## src/rtl/servo_pkg.sv

```systemverilog
// Shared servo definitions: duty width, frame/tick derivation used by both the
// servo output path and the PWM decoder, and the decoder state encoding.
package servo_pkg;

    localparam int DUTY_W = 10;

    typedef enum logic [1:0] {
        SYNC,
        WAIT_RISE,
        HIGH,
        LOW
    } dec_state_t;

    function automatic int frame_cyc(input int period_ns, input int clk_mhz);
        return period_ns * clk_mhz / 1000;
    endfunction

    // One duty unit is 1/1024 of a frame, rounded down to whole clocks.
    function automatic int tick_cyc(input int period_ns, input int clk_mhz);
        return frame_cyc(period_ns, clk_mhz) / (1 << DUTY_W);
    endfunction

endpackage

```

## src/rtl/edge_sync.sv

```systemverilog
// Input conditioning for the PWM line: 2-flop synchronizer, optional 3-sample
// majority filter (PWM_DECODER_FILTER_EN), registered rise/fall strobes.
module edge_sync (
    input  logic clk,
    input  logic reset,
    input  logic raw,
    output logic level,
    output logic rise,
    output logic fall,
    output logic ready
);

`ifdef PWM_DECODER_FILTER_EN
    localparam int FILL_W = 6;
`else
    localparam int FILL_W = 3;
`endif

    logic [1:0]        sync_q;
    logic              s;
    logic              s_d;
    logic [FILL_W-1:0] fill;

`ifdef PWM_DECODER_FILTER_EN
    logic [1:0] hist;
    logic       filt;

    always_ff @(posedge clk) begin
        if (reset) begin
            hist <= '0;
            filt <= 1'b0;
        end else begin
            hist <= {hist[0], sync_q[1]};
            filt <= (sync_q[1] & hist[0]) | (sync_q[1] & hist[1]) | (hist[0] & hist[1]);
        end
    end

    assign s = filt;
`else
    assign s = sync_q[1];
`endif

    // The pipeline is zeroed by reset, so strobes are held off until it has
    // refilled with real samples; otherwise a line already high would look
    // like a fresh rising edge.
    always_ff @(posedge clk) begin
        if (reset) begin
            sync_q <= '0;
            s_d    <= 1'b0;
            fill   <= '0;
            rise   <= 1'b0;
            fall   <= 1'b0;
        end else begin
            sync_q <= {sync_q[0], raw};
            s_d    <= s;
            fill   <= {fill[FILL_W-2:0], 1'b1};
            rise   <= fill[FILL_W-1] & s & ~s_d;
            fall   <= fill[FILL_W-1] & ~s & s_d;
        end
    end

    assign level = s_d;
    assign ready = fill[FILL_W-1];

endmodule

```

## src/rtl/pwm_decoder.sv

```systemverilog
// PWM pulse-width decoder reporting high time on the 10-bit servo duty scale,
// with period-error and loss-of-signal flags. Optional input filter: PWM_DECODER_FILTER_EN.
module pwm_decoder
    import servo_pkg::*;
#(
    parameter int PERIOD_NS      = 20000000,
    parameter int CLK_MHZ        = 50,
    parameter int TIMEOUT_FRAMES = 2
) (
    input  logic              clk,
    input  logic              reset,
    input  logic              pwm_in,
    output logic [DUTY_W-1:0] duty_out,
    output logic              duty_valid,
    output logic              period_err,
    output logic              timeout
);

    localparam int FRAME_CYC = frame_cyc(PERIOD_NS, CLK_MHZ);
    localparam int TICK_CYC  = tick_cyc(PERIOD_NS, CLK_MHZ);
    localparam int FRAME_W   = $clog2(FRAME_CYC * (TIMEOUT_FRAMES + 1));
    localparam int PRE_W     = $clog2(TICK_CYC + 1);

    localparam logic [FRAME_W-1:0] TO_LAST  = FRAME_W'(TIMEOUT_FRAMES * FRAME_CYC - 1);
    localparam logic [FRAME_W-1:0] LEN_MIN  = FRAME_W'(FRAME_CYC * 3 / 4);
    localparam logic [FRAME_W-1:0] LEN_MAX  = FRAME_W'(FRAME_CYC * 5 / 4);
    localparam logic [PRE_W-1:0]   PRE_LAST = PRE_W'(TICK_CYC - 1);

    logic level, rise, fall, ready, any_edge;

    edge_sync u_edge_sync (
        .clk   (clk),
        .reset (reset),
        .raw   (pwm_in),
        .level (level),
        .rise  (rise),
        .fall  (fall),
        .ready (ready)
    );

    assign any_edge = rise | fall;

    dec_state_t        state, state_next;
    logic [PRE_W-1:0]   presc;
    logic [DUTY_W-1:0]  tick_cnt, tick_now;
    logic [FRAME_W-1:0] frame_cnt, frame_len, idle_cnt;
    logic               clr_cnt, run_cnt, load_duty, eval_period, to_hit, wrap;

    // tick_now includes the current cycle, so a falling edge reports floor(high/TICK_CYC).
    assign wrap      = (presc == PRE_LAST);
    assign tick_now  = (wrap && tick_cnt != '1) ? tick_cnt + 1'b1 : tick_cnt;
    assign frame_len = (frame_cnt == '1) ? frame_cnt : frame_cnt + 1'b1;
    assign to_hit    = (idle_cnt == TO_LAST) && !any_edge;

    always_ff @(posedge clk) begin
        if (reset) state <= SYNC;
        else       state <= state_next;
    end

    always_comb begin
        state_next  = state;
        clr_cnt     = 1'b0;
        run_cnt     = 1'b0;
        load_duty   = 1'b0;
        eval_period = 1'b0;
        case (state)
            SYNC:      if (ready && !level) state_next = WAIT_RISE;
            WAIT_RISE: if (rise) begin
                           clr_cnt    = 1'b1;
                           state_next = HIGH;
                       end
            HIGH:      begin
                           run_cnt = 1'b1;
                           if (fall) begin
                               load_duty  = 1'b1;
                               state_next = LOW;
                           end
                       end
            LOW:       begin
                           run_cnt = 1'b1;
                           if (rise) begin
                               eval_period = 1'b1;
                               clr_cnt     = 1'b1;
                               state_next  = HIGH;
                           end
                       end
            default:   state_next = SYNC;
        endcase
        if (to_hit) state_next = SYNC;
    end

    // duty_valid is a one-cycle strobe with no back-pressure; duty_out is
    // stable from that strobe until the next one and survives timeouts.
    always_ff @(posedge clk) begin
        if (reset) begin
            presc      <= '0;
            tick_cnt   <= '0;
            frame_cnt  <= '0;
            idle_cnt   <= '0;
            duty_out   <= '0;
            duty_valid <= 1'b0;
            period_err <= 1'b0;
            timeout    <= 1'b0;
        end else begin
            duty_valid <= load_duty;
            if (clr_cnt) begin
                presc     <= '0;
                tick_cnt  <= '0;
                frame_cnt <= '0;
            end else if (run_cnt) begin
                presc     <= wrap ? '0 : presc + 1'b1;
                tick_cnt  <= tick_now;
                frame_cnt <= frame_len;
            end
            if (load_duty) duty_out <= tick_now;
            if (eval_period && (frame_len < LEN_MIN || frame_len > LEN_MAX)) period_err <= 1'b1;
            if (any_edge)            idle_cnt <= '0;
            else if (idle_cnt != '1) idle_cnt <= idle_cnt + 1'b1;
            if (rise)        timeout <= 1'b0;
            else if (to_hit) timeout <= 1'b1;
        end
    end

endmodule

```

## config.mk

```make
export PLATFORM = sky130hd
export DESIGN_NAME = pwm_decoder
export DESIGN_NICKNAME = d
export VERILOG_FILES = /design/src/rtl/servo_pkg.sv /design/src/rtl/edge_sync.sv /design/src/rtl/pwm_decoder.sv
export SDC_FILE = /design/constraint.sdc
export NUM_CORES = 1
export LEC_CHECK = 0
export ABC_AREA = 1
export CORE_MARGIN = 2
export CORE_UTILIZATION = 55
export CTS_CLUSTER_SIZE = 12
export DETAILED_ROUTE_END_ITERATION = 12
export GPL_TIMING_DRIVEN = 0
export PLACE_DENSITY = 0.73
export SYNTH_ARGS = -nofsm -noshare
export SYNTH_HDL_FRONTEND = slang
export SYNTH_SLANG_ARGS = --single-unit
```

## constraint.sdc

```tcl
create_clock -name clk -period 2 [get_ports clk]
set_input_delay 0.5 -clock clk [delete_from_list [all_inputs] [get_ports clk]]
set_output_delay 0.5 -clock clk [all_outputs]
set_load 0.02 [all_outputs]
```

==> results.yml, run 1 <==
synth:
  synthMuxAreaShare_pct: 0
  yosys.area.top_type: "dfxtp_1"
  synth.distinct_cells: 35
  syn_area_per_cell_um2: 6.59
  synth_compound_area_share_pct: 12.7
  ys_ff_latch: 87
  synth_xor_area_share_pct: 4.79
  synth_area_mm2: 0.00475
  postSynthCellCount: 721
  synthAdderAreaFrac_pct: 1.05
  yosysTopAreaCellShare_pct: 36.7
  yosys_warnings: 0
  ys_seq_area_share_pct: 36.7
  yosys-top-cells-area: "dfxtp_1 (37%), inv_1 (10%), nand2_1 (9.3%), nor2_1 (9.1%), o21ai_0 (4.7%)"
  ys.flop_type: "dfxtp_1"
  async_reset_ff_share_pct: 0
  synth_edf_count: 0
  yosys.area_share.simple_pct: 32.8
  synth_top_family_by_area: "simple AND/OR/NAND/NOR gates"
  synth_nets: 728
job:
  drv_cap: 0
sta:
  fmax_mhz: 492
  final-max-slew-violation-count: 0
  rsz0062_at_grt: "true"
  worst_slack_ps: -30.8
  hold_viol: 0
  finalSetupTns_ps: -95.3
  finalCriticalPeriod_ps: 2030
  setup-violations-final: 5
  finalCritPeriodShare_pct: 102
  worst_slew_pin_slew_ps: 585
  skew_ps: 15.4
  relSlewSlack_pct: 61.0
detailed_routing:
  antenna_left: 0
  avgRoutedWirePerCell_um: 14.7
  vias: 4887
  drc: 0
  vias_per_cell: 5.44
  drt_wl_total_um: 13200
  drtPass1Iterations: 6
  initialDrtViolationCount: 390
critical_path:
  slowest_stage: "dfxtp_4"
  crit_required_ps: 2310
  worstPathMaxFanout: 4
  worst-r2r-cell-count: 15
  crit_family: "simple AND/OR/NAND/NOR gates"
  worstSetupEndpointType: "flip-flop"
  rr_startpoint: "frame_cnt[0]"
  max_stage_delay_ps: 370
  cp.arrival_ps: 2340
  rr_endpoint: "period_err"
  startpoint_type: "flip-flop"
  crit_buf_inv: 0
  worstSetupPathType: "flip-flop to flip-flop"
  path_cells: "ha_4 > nand2_2 > nor2_2 > nand2_2 > nor2_4 > nand4_1 > nand2_2 > nand4_1 > nor2_2 > o21ai_1 > o21ai_1 > nand2_1 > nand2_2 > nand2_2 > a21oi_2"
  reg2reg_slack_ps: -30
  cp_common_cell: "nand2_2"
die:
  die_x_um: 96.9
  die_y_um: 96.9
  coreArea_mm2: 0.00830
  initial_utilization_pct: 57.2
  ioPinCount: 16
  num_rows: 33
  die-area_mm2: 0.00940
cts:
  clk_pin_slew_worst_paths_ps: 100
  numCtsBuffers: 9
  numClockSinks: 87
  cts_tree: "built"
  clk_latency_ps: 370
  cts_buffer_depth: 2
  h-tree-depth: 3
  cts_root_buf: "clkbuf_8"
placed_design:
  dp_hpwl_um: 8450
  numPortBuffers: 15
  place_ws_ps: -812
  routabilityCongestion: 0.951
layout:
  nets: 796
  final_util_pct: 73.9
  drive_gt1_share_pct: 24.7
  syn2layout_area_growth_pct: 29.1
  regArea_mm2: 0.00179
  multi_input_area_mm2: 0.00290
  layout_commonest_cell: "inv_1"
  antenna_cells: 0
  fillCellCount: 638
  mostFrequentLayoutCells: "inv_1 (125), nand2_1 (101), nor2_1 (88)"
hold_path:
  hp-class: "flip-flop to flip-flop"
  hp-start: "u_edge_sync.fill[1]"
  hold_path_depth: 2
  holdPathEnd: "u_edge_sync.fill[2]"
global_routing:
  grt_overflow: 0
  grt_pass1_vias: 4528
  antenna_found_initial: 0
  grt_usage_pct: 26.0
  grt_max_degree: 18
  grt_pass1_wl_um: 20300
power:
  power_density_mw_per_mm2: 532
  peakVddDrop_mv: 0.377
  p_leak_nw: 2.79
  p_total_w: 0.00326
status:
  failed_checks: "setup timing"
  status: "finished with violations"
registers in the layout (all words and copies together), names as in the netlist:
signal and flops:
frame_cnt 22, idle_cnt 22, duty_out 10, presc 10, tick_cnt 10, u_edge_sync.fill 3, state 2, u_edge_sync.sync_q 2
duty_valid 1, period_err 1, timeout 1, u_edge_sync.fall 1, u_edge_sync.level 1, u_edge_sync.rise 1
routing by layer:
layer / GRT usage, % / wire [um] / vias up
met3: 5.56 / 758 / 35
met4: 9.32 / 340 / 0
met2: 42.7 / 6550 / 174
li1: - / - / 2421
met5: 0 / 0 / -
met1: 33.9 / 5550 / 2257
worst min-delay path, stage by stage, from the launching register on:
cell     delay, ps
dfxtp_1        310
inv_1           40
nor2_1          30
area by class of cell:
class,count,area share (%)
plain buffers,17,1.61
clock buffers,9,2.02
clock inverters,7,1.84
inverters,131,8.02
multi-input cells,485,47.3
flip-flops and latches,87,29.2
well taps,105,2.14
repair buffers,58,7.83
Yosys cell counts, types with 9 or more instances:
| cell type | instances |
|---|---|
| inv_1 | 130 |
| nand2_1 | 118 |
| nor2_1 | 115 |
| dfxtp_1 | 87 |
| o21ai_0 | 45 |
| nand3_1 | 44 |
| a21oi_1 | 36 |
| xor2_1 | 22 |
| nand4_1 | 19 |
| clkbuf_1 | 14 |
| nor2_2 | 11 |
| nor3_1 | 10 |
| nand2_2 | 9 |
timing repair:
action                                  4_1_cts  5_1_grt
hold endpoints to repair                      0        0
pin swaps                                    24       34
resized for setup                            70       88
setup buffers                                17       26
endpoints found under the setup margin       44       30
hold buffers                                  0        0
kinds of logic after synthesis:
kind of cell | Yosys count
adders and majority gates | 4
DFF | 87
buffers and inverters | 149
and+or+nand+nor | 346
AOI/OAI and AO/OA | 109
xor gates and xnor gates | 26
stage by stage:
| stage | cell area (um2) | hold slack (ps) | instances |
|---|---|---|---|
| floorplan | 4750 | 388 | 721 |
| global placement | 5040 | 392 | 841 |
| detailed placement | 5040 | 396 | 841 |
| CTS | 5640 | 411 | 874 |
| global route | 6130 | 436 | 899 |
| finish | 6130 | 411 | 899 |
worst max path at each step:
stage	from	endpoint	slack, ps	cells after the start
final	frame_cnt[0]	period_err	-30	15
after detailed placement	reset	frame_cnt[14]	-810	6
after global routing	frame_cnt[1]	period_err	-150	17
after global placement	reset	state[0]	-770	6
after CTS	presc[0]	tick_cnt[9]	0.2	12
after floorplan	idle_cnt[0]	idle_cnt[17]	40	16
power by group:
| part | internal [W] | total, W | switching (W) |
|---|---|---|---|
| registers | 0.00173 | 0.00175 | 0.0000110 |
| clock network | 0.000731 | 0.00144 | 0.000704 |
| logic | 0.0000296 | 0.0000821 | 0.0000525 |
(Power assumes the default switching activity.)
==> inputs of run 2 (changes only) <==
- CORE_UTILIZATION: 55 -> 58
- DONT_BUFFER_PORTS: unset -> 1
==> run 2 against run 1 <==
Compared with the run above: the run still ends with setup timing left; largest cell class unchanged; register-to-register slack got worse by 100 ps; cell count decreased by 3.9%; fmax decreased by 4.9%; combinational power decreased by 4.9%; total power decreased by 6.5%; final area decreased by 7.0%.
==> results.yml, run 2 (synthesis gave the netlist of run 1 again) <==
power:
  power_density_mw_per_mm2: 535
  peakVddDrop_mv: 0.508
  p_leak_nw: 2.56
cts:
  clk_pin_slew_worst_paths_ps: 100
  cts_buffer_depth: 2
  numCtsBuffers: 9
  clk_latency_ps: 370
  ctsHoldBuffers: 0
  h-tree-depth: 3
  cts_root_buf: "clkbuf_8"
  numClockSinks: 87
  cts_tree: "built"
critical_path:
  worstSetupPathType: "flip-flop to flip-flop"
  worstPathMaxFanout: 10
  crit_required_ps: 2300
  rr_endpoint: "period_err"
  crit_buf_inv: 1
  slowest_stage: "dfxtp_4"
  cp.arrival_ps: 2440
  rr_startpoint: "frame_cnt[0]"
  startpoint_type: "flip-flop"
  crit_family: "simple AND/OR/NAND/NOR gates"
  worstSetupEndpointType: "flip-flop"
  reg2reg_slack_ps: -140
  crit_cells: 14
  crit_start: "frame_cnt[0]"
  path_cells: "ha_4 > nand3_4 > nor2_1 > nand3_2 > buf_4 > a21oi_2 > nand2_1 > nor2_1 > nand3_1 > nand3_1 > nand2_1 > nand2_2 > nand2_2 > a21oi_2"
  worst-r2r-cell-count: 14
  max_stage_delay_ps: 400
sta:
  hold_viol: 0
  skew_ps: 14.3
  setup-violations-final: 7
  worst_slack_ps: -135
  rsz0062_at_grt: "true"
  whs_ps: 203
  final-max-slew-violation-count: 0
  finalCriticalPeriod_ps: 2140
  worst_slew_pin_slew_ps: 598
  fmax_mhz: 468
  relSlewSlack_pct: 60.1
  finalSetupTns_ps: -335
  finalCritPeriodShare_pct: 107
hold_path:
  hold_path_depth: 1
  hp-start: "reset"
  hp-class: "input port to flip-flop"
  holdPathEnd: "u_edge_sync.fill[0]"
global_routing:
  grt_usage_pct: 27.0
  grt_overflow: 0
  antenna_found_initial: 0
  grt_max_degree: 19
  grt_pass1_wl_um: 19200
  grt_pass1_vias: 4256
die:
  initial_utilization_pct: 58.7
  die_x_um: 94.5
  ioPinCount: 16
  num_rows: 33
  die-area_mm2: 0.00893
  die_y_um: 94.5
  coreArea_mm2: 0.00809
detailed_routing:
  wl_met3_um: 860
  drtPass1Iterations: 6
  vias: 4709
  antenna_left: 0
  wl_met2_um: 5810
  drt_wl_total_um: 12200
  avgRoutedWirePerCell_um: 14.1
  routedLengthMet1_um: 5230
  initialDrtViolationCount: 318
  drc: 0
  highest_layer: "met4"
  vias_per_cell: 5.45
layout:
  fin_area_mm2: 0.00571
  mostFrequentLayoutCells: "inv_1 (126), nand2_1 (104), nor2_1 (95)"
  nets: 761
  layout_commonest_cell: "inv_1"
  syn2layout_area_growth_pct: 20.1
  drive_gt1_share_pct: 20.9
  antenna_cells: 0
  reg.largest.list: "frame_cnt x22, idle_cnt x22"
placed_design:
  routabilityCongestion: 0.959
  numPortBuffers: 0
  dp_hpwl_um: 8350
  placed_area_mm2: 0.00489
status:
  failed_checks: "setup timing"
  status: "finished with violations"
job:
  drv_cap: 0
[run 2: how the worst max path moves through the flow]
| stage | end | slack (ps) |
|---|---|---|
| CTS | period_err | -170 |
| finish | period_err | -140 |
| global route | period_err | -300 |
| global placement | period_err | -420 |
| detailed placement | period_err | -410 |
| floorplan | idle_cnt[17] | 40 |
[run 2: timing repair]
action	in CTS	in global routing
endpoints found under the setup margin	34	36
gates resized for setup	26	114
pin swaps	3	42
buffers inserted	7	16
[run 2: metrics by stage]
stage,utilization (%),worst slack (ps),total power (W),instances
5_1_grt,70.5,-296,0.00314,864
4_1_cts,64.6,-166,0.00306,849
2_1_floorplan,-,38.8,0.00183,721
6_report,70.5,-135,0.00305,864
3_3_place_gp,60.4,-418,0.00185,826
3_5_place_dp,60.4,-407,0.00185,826
[run 2: where the power goes]
group | switching [W] | internal [W]
registers | 0.0000102 | 0.00174
clock network | 0.000735 | 0.000490
logic | 0.0000518 | 0.0000263
[run 2: cell type report]
| class | instances | area, um2 |
|---|---|---|
| Inverter | 131 | 497 |
| Fill cell | 723 | 2380 |
| Timing Repair Buffer | 23 | 184 |
| Sequential cell | 87 | 1780 |
| Tap cell | 105 | 131 |
| Clock buffer | 9 | 124 |
| Multi-Input combinational cell | 485 | 2830 |
| Buffer | 17 | 87.6 |
| Clock inverter | 7 | 77.6 |
[run 2: per-layer routing]
layer | vias to the layer above | GRT usage, %
li1 | 2337 | -
met1 | 2175 | 34.7
met2 | 171 | 44.2
met3 | 26 | 5.51
met4 | 0 | 11.6
met5 | - | 0
